$ cat src/rtl/boom_line_buffer_if.sv
// boom_line_buffer_if: write-beat, read-request, read-response and clear channels
// of the line buffer, plus the per-slot line-full status vector.
interface boom_line_buffer_if #(
  parameter int DATA_W = 128,
  parameter int N_IDS  = 4
);
  logic              io_wreq_valid;
  logic              io_wreq_ready;
  logic [1:0]        io_wreq_bits_id;
  logic [1:0]        io_wreq_bits_offset;
  logic [DATA_W-1:0] io_wreq_bits_data;
  logic              io_rreq_valid;
  logic              io_rreq_ready;
  logic [1:0]        io_rreq_bits_id;
  logic [1:0]        io_rreq_bits_offset;
  logic              io_rresp_valid;
  logic              io_rresp_ready;
  logic [DATA_W-1:0] io_rresp_bits_data;
  logic              io_clear_valid;
  logic [1:0]        io_clear_id;
  logic [N_IDS-1:0]  io_line_full;

  modport master (
    output io_wreq_valid, io_wreq_bits_id, io_wreq_bits_offset, io_wreq_bits_data,
    output io_rreq_valid, io_rreq_bits_id, io_rreq_bits_offset,
    output io_rresp_ready, io_clear_valid, io_clear_id,
    input  io_wreq_ready, io_rreq_ready, io_rresp_valid, io_rresp_bits_data, io_line_full
  );

  modport slave (
    input  io_wreq_valid, io_wreq_bits_id, io_wreq_bits_offset, io_wreq_bits_data,
    input  io_rreq_valid, io_rreq_bits_id, io_rreq_bits_offset,
    input  io_rresp_ready, io_clear_valid, io_clear_id,
    output io_wreq_ready, io_rreq_ready, io_rresp_valid, io_rresp_bits_data, io_line_full
  );
endinterface

$ cat src/rtl/boom_line_buffer.sv
// boom_line_buffer: N_IDS x N_BEATS beat store with per-beat valid bits and a one-entry read response register.
// Optional feature: define LB_WRITE_BYPASS_EN to let a read hit on a same-cycle write to the same beat.
module boom_line_buffer #(
  parameter int DATA_W  = 128,
  parameter int N_IDS   = 4,
  parameter int N_BEATS = 4
) (
  input logic               clock,
  input logic               reset,
  boom_line_buffer_if.slave bus_io
);
  logic [N_IDS-1:0][N_BEATS-1:0] valid_q, valid_d;
  logic [DATA_W-1:0]             data_q [N_IDS][N_BEATS];
  logic                          rresp_valid_q, rresp_valid_d;
  logic [DATA_W-1:0]             rresp_data_q, rresp_data_d;
  logic                          beat_valid_s, bypass_s, hit_s, rreq_fire_s;
  logic [DATA_W-1:0]             rd_data_s;
  logic [N_IDS-1:0]              line_full_s;

  // Read-side hit detection, accept decision and read data selection.
  always_comb begin
    beat_valid_s = valid_q[bus_io.io_rreq_bits_id][bus_io.io_rreq_bits_offset];
`ifdef LB_WRITE_BYPASS_EN
    bypass_s = bus_io.io_wreq_valid
               && (bus_io.io_wreq_bits_id == bus_io.io_rreq_bits_id)
               && (bus_io.io_wreq_bits_offset == bus_io.io_rreq_bits_offset);
    if (bypass_s) begin
      rd_data_s = bus_io.io_wreq_bits_data;
    end else begin
      rd_data_s = data_q[bus_io.io_rreq_bits_id][bus_io.io_rreq_bits_offset];
    end
`else
    bypass_s  = 1'b0;
    rd_data_s = data_q[bus_io.io_rreq_bits_id][bus_io.io_rreq_bits_offset];
`endif
    // Reset masks the hit so nothing is accepted while valid bits are still being cleared.
    hit_s       = !reset && bus_io.io_rreq_valid && (beat_valid_s || bypass_s);
    rreq_fire_s = hit_s && (!rresp_valid_q || bus_io.io_rresp_ready);
  end

  // Next-state of the beat-valid bits: clear first, so a same-cycle write survives it.
  always_comb begin
    valid_d = valid_q;
    if (bus_io.io_clear_valid) begin
      valid_d[bus_io.io_clear_id] = {N_BEATS{1'b0}};
    end else begin
      valid_d = valid_d;
    end
    if (bus_io.io_wreq_valid) begin
      valid_d[bus_io.io_wreq_bits_id][bus_io.io_wreq_bits_offset] = 1'b1;
    end else begin
      valid_d = valid_d;
    end
  end

  // Response register next-state: load on accept, drop on handshake, otherwise hold.
  always_comb begin
    rresp_valid_d = rresp_valid_q;
    rresp_data_d  = rresp_data_q;
    if (rreq_fire_s) begin
      rresp_valid_d = 1'b1;
      rresp_data_d  = rd_data_s;
    end else if (bus_io.io_rresp_ready) begin
      rresp_valid_d = 1'b0;
    end else begin
      rresp_valid_d = rresp_valid_q;
    end
  end

  // Per-slot full flags, forced low while reset is asserted.
  always_comb begin
    line_full_s = {N_IDS{1'b0}};
    for (int i = 0; i < N_IDS; i++) begin
      line_full_s[i] = (&valid_q[i]) & ~reset;
    end
  end

  // Control state: valid bits and response register.
  always_ff @(posedge clock) begin
    if (reset) begin
      valid_q       <= '{default: {N_BEATS{1'b0}}};
      rresp_valid_q <= 1'b0;
      rresp_data_q  <= {DATA_W{1'b0}};
    end else begin
      valid_q       <= valid_d;
      rresp_valid_q <= rresp_valid_d;
      rresp_data_q  <= rresp_data_d;
    end
  end

  // Beat storage; deliberately not reset, only the valid bits qualify its contents.
  always_ff @(posedge clock) begin
    if (bus_io.io_wreq_valid) begin
      data_q[bus_io.io_wreq_bits_id][bus_io.io_wreq_bits_offset] <= bus_io.io_wreq_bits_data;
    end
  end

  assign bus_io.io_wreq_ready      = 1'b1;
  assign bus_io.io_rreq_ready      = rreq_fire_s;
  assign bus_io.io_rresp_valid     = rresp_valid_q;
  assign bus_io.io_rresp_bits_data = rresp_data_q;
  assign bus_io.io_line_full       = line_full_s;
endmodule

$ cat src/flat_wrapper.sv
// flat-port wrapper written by rule: the top's interface ports become plain ports
module boom_line_buffer_flat 
#(
  parameter int DATA_W  = 128,
  parameter int N_IDS   = 4,
  parameter int N_BEATS = 4
)
  (clock, reset, bus_io_io_wreq_valid, bus_io_io_wreq_bits_id, bus_io_io_wreq_bits_offset, bus_io_io_wreq_bits_data, bus_io_io_rreq_valid, bus_io_io_rreq_bits_id, bus_io_io_rreq_bits_offset, bus_io_io_rresp_ready, bus_io_io_clear_valid, bus_io_io_clear_id, bus_io_io_wreq_ready, bus_io_io_rreq_ready, bus_io_io_rresp_valid, bus_io_io_rresp_bits_data, bus_io_io_line_full);
  boom_line_buffer_if #(.DATA_W(DATA_W), .N_IDS(N_IDS)) bus_io_i ();
  input logic clock;
  input logic reset;
  input wire logic [$bits(bus_io_i.io_wreq_valid)-1:0] bus_io_io_wreq_valid;
  input wire logic [$bits(bus_io_i.io_wreq_bits_id)-1:0] bus_io_io_wreq_bits_id;
  input wire logic [$bits(bus_io_i.io_wreq_bits_offset)-1:0] bus_io_io_wreq_bits_offset;
  input wire logic [$bits(bus_io_i.io_wreq_bits_data)-1:0] bus_io_io_wreq_bits_data;
  input wire logic [$bits(bus_io_i.io_rreq_valid)-1:0] bus_io_io_rreq_valid;
  input wire logic [$bits(bus_io_i.io_rreq_bits_id)-1:0] bus_io_io_rreq_bits_id;
  input wire logic [$bits(bus_io_i.io_rreq_bits_offset)-1:0] bus_io_io_rreq_bits_offset;
  input wire logic [$bits(bus_io_i.io_rresp_ready)-1:0] bus_io_io_rresp_ready;
  input wire logic [$bits(bus_io_i.io_clear_valid)-1:0] bus_io_io_clear_valid;
  input wire logic [$bits(bus_io_i.io_clear_id)-1:0] bus_io_io_clear_id;
  output wire logic [$bits(bus_io_i.io_wreq_ready)-1:0] bus_io_io_wreq_ready;
  output wire logic [$bits(bus_io_i.io_rreq_ready)-1:0] bus_io_io_rreq_ready;
  output wire logic [$bits(bus_io_i.io_rresp_valid)-1:0] bus_io_io_rresp_valid;
  output wire logic [$bits(bus_io_i.io_rresp_bits_data)-1:0] bus_io_io_rresp_bits_data;
  output wire logic [$bits(bus_io_i.io_line_full)-1:0] bus_io_io_line_full;
  assign bus_io_i.io_wreq_valid = bus_io_io_wreq_valid;
  assign bus_io_i.io_wreq_bits_id = bus_io_io_wreq_bits_id;
  assign bus_io_i.io_wreq_bits_offset = bus_io_io_wreq_bits_offset;
  assign bus_io_i.io_wreq_bits_data = bus_io_io_wreq_bits_data;
  assign bus_io_i.io_rreq_valid = bus_io_io_rreq_valid;
  assign bus_io_i.io_rreq_bits_id = bus_io_io_rreq_bits_id;
  assign bus_io_i.io_rreq_bits_offset = bus_io_io_rreq_bits_offset;
  assign bus_io_i.io_rresp_ready = bus_io_io_rresp_ready;
  assign bus_io_i.io_clear_valid = bus_io_io_clear_valid;
  assign bus_io_i.io_clear_id = bus_io_io_clear_id;
  assign bus_io_io_wreq_ready = bus_io_i.io_wreq_ready;
  assign bus_io_io_rreq_ready = bus_io_i.io_rreq_ready;
  assign bus_io_io_rresp_valid = bus_io_i.io_rresp_valid;
  assign bus_io_io_rresp_bits_data = bus_io_i.io_rresp_bits_data;
  assign bus_io_io_line_full = bus_io_i.io_line_full;
  boom_line_buffer #(.DATA_W(DATA_W), .N_IDS(N_IDS), .N_BEATS(N_BEATS)) u_core (.clock(clock), .reset(reset), .bus_io(bus_io_i));
endmodule
$ cat config.mk
export PLATFORM = sky130hd
export DESIGN_NAME = boom_line_buffer_flat
export DESIGN_NICKNAME = d
export VERILOG_FILES = /design/src/rtl/boom_line_buffer_if.sv /design/src/rtl/boom_line_buffer.sv /design/src/flat_wrapper.sv
export SDC_FILE = /design/constraint.sdc
export NUM_CORES = 2
export LEC_CHECK = 0
export CAP_MARGIN = 40
export CORE_ASPECT_RATIO = 1.2
export CORE_MARGIN = 8
export CORE_UTILIZATION = 35
export CTS_CLUSTER_DIAMETER = 200
export DETAILED_ROUTE_END_ITERATION = 10
export PLACE_DENSITY_LB_ADDON = 0.12
export RECOVER_POWER = 25
export SYNTH_ARGS = -nofsm -noshare
export SYNTH_HDL_FRONTEND = slang
export SYNTH_SLANG_ARGS = --single-unit
$ cat constraint.sdc
create_clock -name clock -period 19.85 [get_ports clock]
set_input_delay 2.9775 -clock clock [delete_from_list [all_inputs] [get_ports clock]]
set_output_delay 2.9775 -clock clock [all_outputs]
set_load 0.03 [all_outputs]
==> results.yml <==
cells_and_area:
  seqCellArea_um2: 64400
  stdcell_count: 7573
  multiInputGateArea_um2: 16800
  fillers: 20600
  syn2layout_area_growth_pct: 17.5
  fin_area_um2: 96600
  drive_gt1_share_pct: 22.5
  nets: 4363
power:
  switchingPower_mw: 2.13
  p_leak_nw: 29.9
  power_density_nw_per_um2: 102
  p_int_mw: 7.71
  pwr-share-clk_pct: 42.0
  seq_power_share_pct: 52.7
  p_comb_share_pct: 5.3
  swShare_pct: 21.6
  peakVddDrop_v: 0.0000646
clock_tree:
  ctsLongestPathBuffers: 4
  ctsHoldBuffers: 0
  htree_levels: 4
  clkLatencyLatePin_ns: 0.86
  clock-sinks: 2193
  post_cts_buffers: 0
  cts-resized-gates: 0
  cts_root_buffer: "clkbuf_16"
  clkSlewWorstSetupHoldPaths_ns: 0.06
  cts_tree: "yes"
  cts_made_buffers: 228
global_route:
  grt_overflow: 0
  grt_start_max_net_pins: 128
  antenna_found_initial: 62
  grt_pass1_vias: 43000
  grt_use_total_pct: 18.5
  grt_pass1_wl_um: 335000
synth:
  synth_top_area_cell: "edfxtp_1"
  synth_area_um2: 82300
  synth_area_leaders: "edfxtp_1 75%, mux4_2 14%, dfxtp_1 3.5%, a22oi_1 1.4%, a21oi_1 1.1%"
  synthAdderAreaFrac_pct: 0
  synth_area_per_cell_um2: 21.4
  syn_inst: 3845
  synth_compound_area_share_pct: 3.94
  synth_top_area_share_pct: 74.8
  async_flop_share_pct: 0
  yosys_warnings: 0
  synth-simple-area-share_pct: 1.60
  synth_fp_nets: 3989
  synth_edf_count: 2048
  ys_ff_latch: 2193
  synth_xor_area_share_pct: 0
  synth_common_cells: "2,048 x edfxtp_1, 502 x mux4_2, 188 x a21oi_1, 155 x a22oi_1, 145 x dfxtp_1"
  synth_seq_area_share_pct: 78.3
  yosysMostFrequentCell: "edfxtp_1"
  synth_top_family_by_area: "multiplexers"
  yosysUniqueCellTypes: 39
  muxShareOfSynthArea_pct: 14.7
  synthFlopType: "edfxtp_1"
sta:
  fin_crit_ns: 8.87
  layout_setup_ws_ns: 10.98
  period_share_pct: 44.7
  final_max_slew_viol_count: 28
  rsz0062_at_grt: "false"
  worst_pin_slew_ns: 1.55
  holdWs_ns: 0.464
  hold_violations: 0
  fmax_mhz: 113
  fin_tns_setup_ns: 0
  setup_viol: 0
  slew_headroom_pct: -3.57
  skew_ns: 0.0503
setup_path:
  crit_path_max_fanout: 73
  critPathSlowestCell: "clkdlybuf4s50_1"
  end_kind: "output pin"
  critPathKind: "primary input to output pin"
  cp.arrival_ns: 5.89
  worstPathRequired_ns: 16.87
  cp_cell_sequence: "buf_8 -> nand2_1 -> o22ai_1 -> or3_4 -> nand2_1 -> clkdlybuf4s50_1"
  crit_top_cell: "nand2_1"
  cp_slowest_stage_delay_ns: 0.80
  crit_path_start_kind: "primary input"
floorplanning:
  die_w_um: 459
  core_area_um2: 234000
  fp-row-count: 195
  ios: 279
  initial_core_util_pct: 35.1
  die-area_um2: 251000
  die_y_um: 547
placed_design:
  dp_slack_ns: 10.93
  numPortBuffers: 277
  routabilityCongestion: 0.728
  placed_cells: 7141
  placed_area_um2: 89500
  hpwl_um: 127000
drt:
  antenna_left: 0
  post_drt_via_cell_ratio: 5.34
  vias: 40500
  post_drt_wl_per_cell_um: 31.5
  wl_um: 239000
  drtIter0Drc: 3433
  firstDrtPassIters: 6
  drc: 0
min_path:
  hold_class: "register to register"
run_status:
  status: "finished, violations left"
  violations: "max-slew violations"
flow_run:
  drv_cap: 0
==> per-stage QoR <==
stage	total power [mW]	util [%]
5_1_grt	10.1	41.2
3_5_place_dp	5.82	38.2
3_3_place_gp	5.80	37.9
6_report	9.83	41.2
2_1_floorplan	5.57	-
4_1_cts	9.96	41.2
==> cell usage in the layout (no fill, tap or decap), types with 3 or more instances in the layout <==
master,netlist,final
nand4_1,5,5
nand2_1,78,78
diode_2,0,20
clkinv_2,0,45
a21oi_1,188,188
a22oi_1,155,155
nand3_1,131,131
buf_12,0,20
bufinv_16,0,14
dlygate4sd3_1,0,79
a22o_1,5,5
edfxtp_1,2048,2048
dfxtp_1,145,145
nor2_4,0,13
buf_8,0,4
nand3b_1,4,4
o22ai_1,60,60
clkinvlp_4,0,7
nor3_2,2,4
clkinv_1,0,51
a21oi_2,5,5
buf_4,22,75
mux4_2,502,502
clkdlybuf4s50_1,0,193
mux2i_1,68,68
clkbuf_16,0,229
clkbuf_8,0,19
clkbuf_1,77,42
nand2b_1,4,3
mux2_2,7,7
nor2_1,33,19
buf_16,0,20
o21ai_0,128,128
==> worst max-delay path: cells and delay by family <==
kind	cells	cell delay [ns]
compound gates	1	0.42
buf+inv	2	1.18
simple gates	3	1.05
==> worst paths after layout <==
check        depth (start not counted)                                  from                                    to  slack [ns]
min                                  2  u_core.bus_io.io_rresp_bits_data[36]  u_core.bus_io.io_rresp_bits_data[36]        0.46
min reg2reg                          2  u_core.bus_io.io_rresp_bits_data[36]  u_core.bus_io.io_rresp_bits_data[36]        0.46
max reg2reg                          8                    u_core.valid_q[15]  u_core.bus_io.io_rresp_bits_data[85]       16.84
max                                  6         bus_io_io_rreq_bits_offset[0]                  bus_io_io_rreq_ready       10.98
==> cell type report <==
cell class | instances | area share (%)
Timing Repair Buffer | 393 | 4.47
Tap cell | 3152 | 4.08
Inverter | 2 | 0.00777
Clock inverter | 123 | 1.00
Clock buffer | 289 | 6.35
Multi-Input combinational cell | 1401 | 17.4
Sequential cell | 2193 | 66.6
Antenna cell | 20 | 0.0518
==> sequential cells by signal, summed over array words and instances (netlist names) <==
signal / cells
u_core.bus_io.io_rresp_valid: 1
u_core.valid_q: 16
u_core.bus_io.io_rresp_bits_data: 128
u_core.data_q: 2048
==> power groups by stage <==
| stage | Sequential [mW] | Clock (mW) | Combinational [mW] |
|---|---|---|---|
| floorplan | 5.30 | 0 | 0.274 |
| global placement | 5.28 | 0 | 0.529 |
| detailed placement | 5.28 | 0 | 0.541 |
| CTS | 5.18 | 4.24 | 0.543 |
| global route | 5.19 | 4.39 | 0.563 |
| finish | 5.18 | 4.13 | 0.524 |
==> cells by family (layout without fill, tap and decap cells) <==
kind of cell | count (synthesis) | in the layout
compound gates | 544 | 544
buf+inv | 251 | 807
flops | 2193 | 2193
mux | 578 | 578
other cells | 1 | 21
simple gates | 278 | 278
==> layer usage <==
metal / vias to the layer above / global-route usage [%] / wire [µm]
met5: - / 0 / 130
met4: 20 / 4.49 / 5460
met3: 347 / 3.02 / 12900
met2: 1109 / 31.5 / 118000
met1: 22100 / 25.1 / 102000
li1: 16900 / - / -
Power figures use the tool's default switching activity.
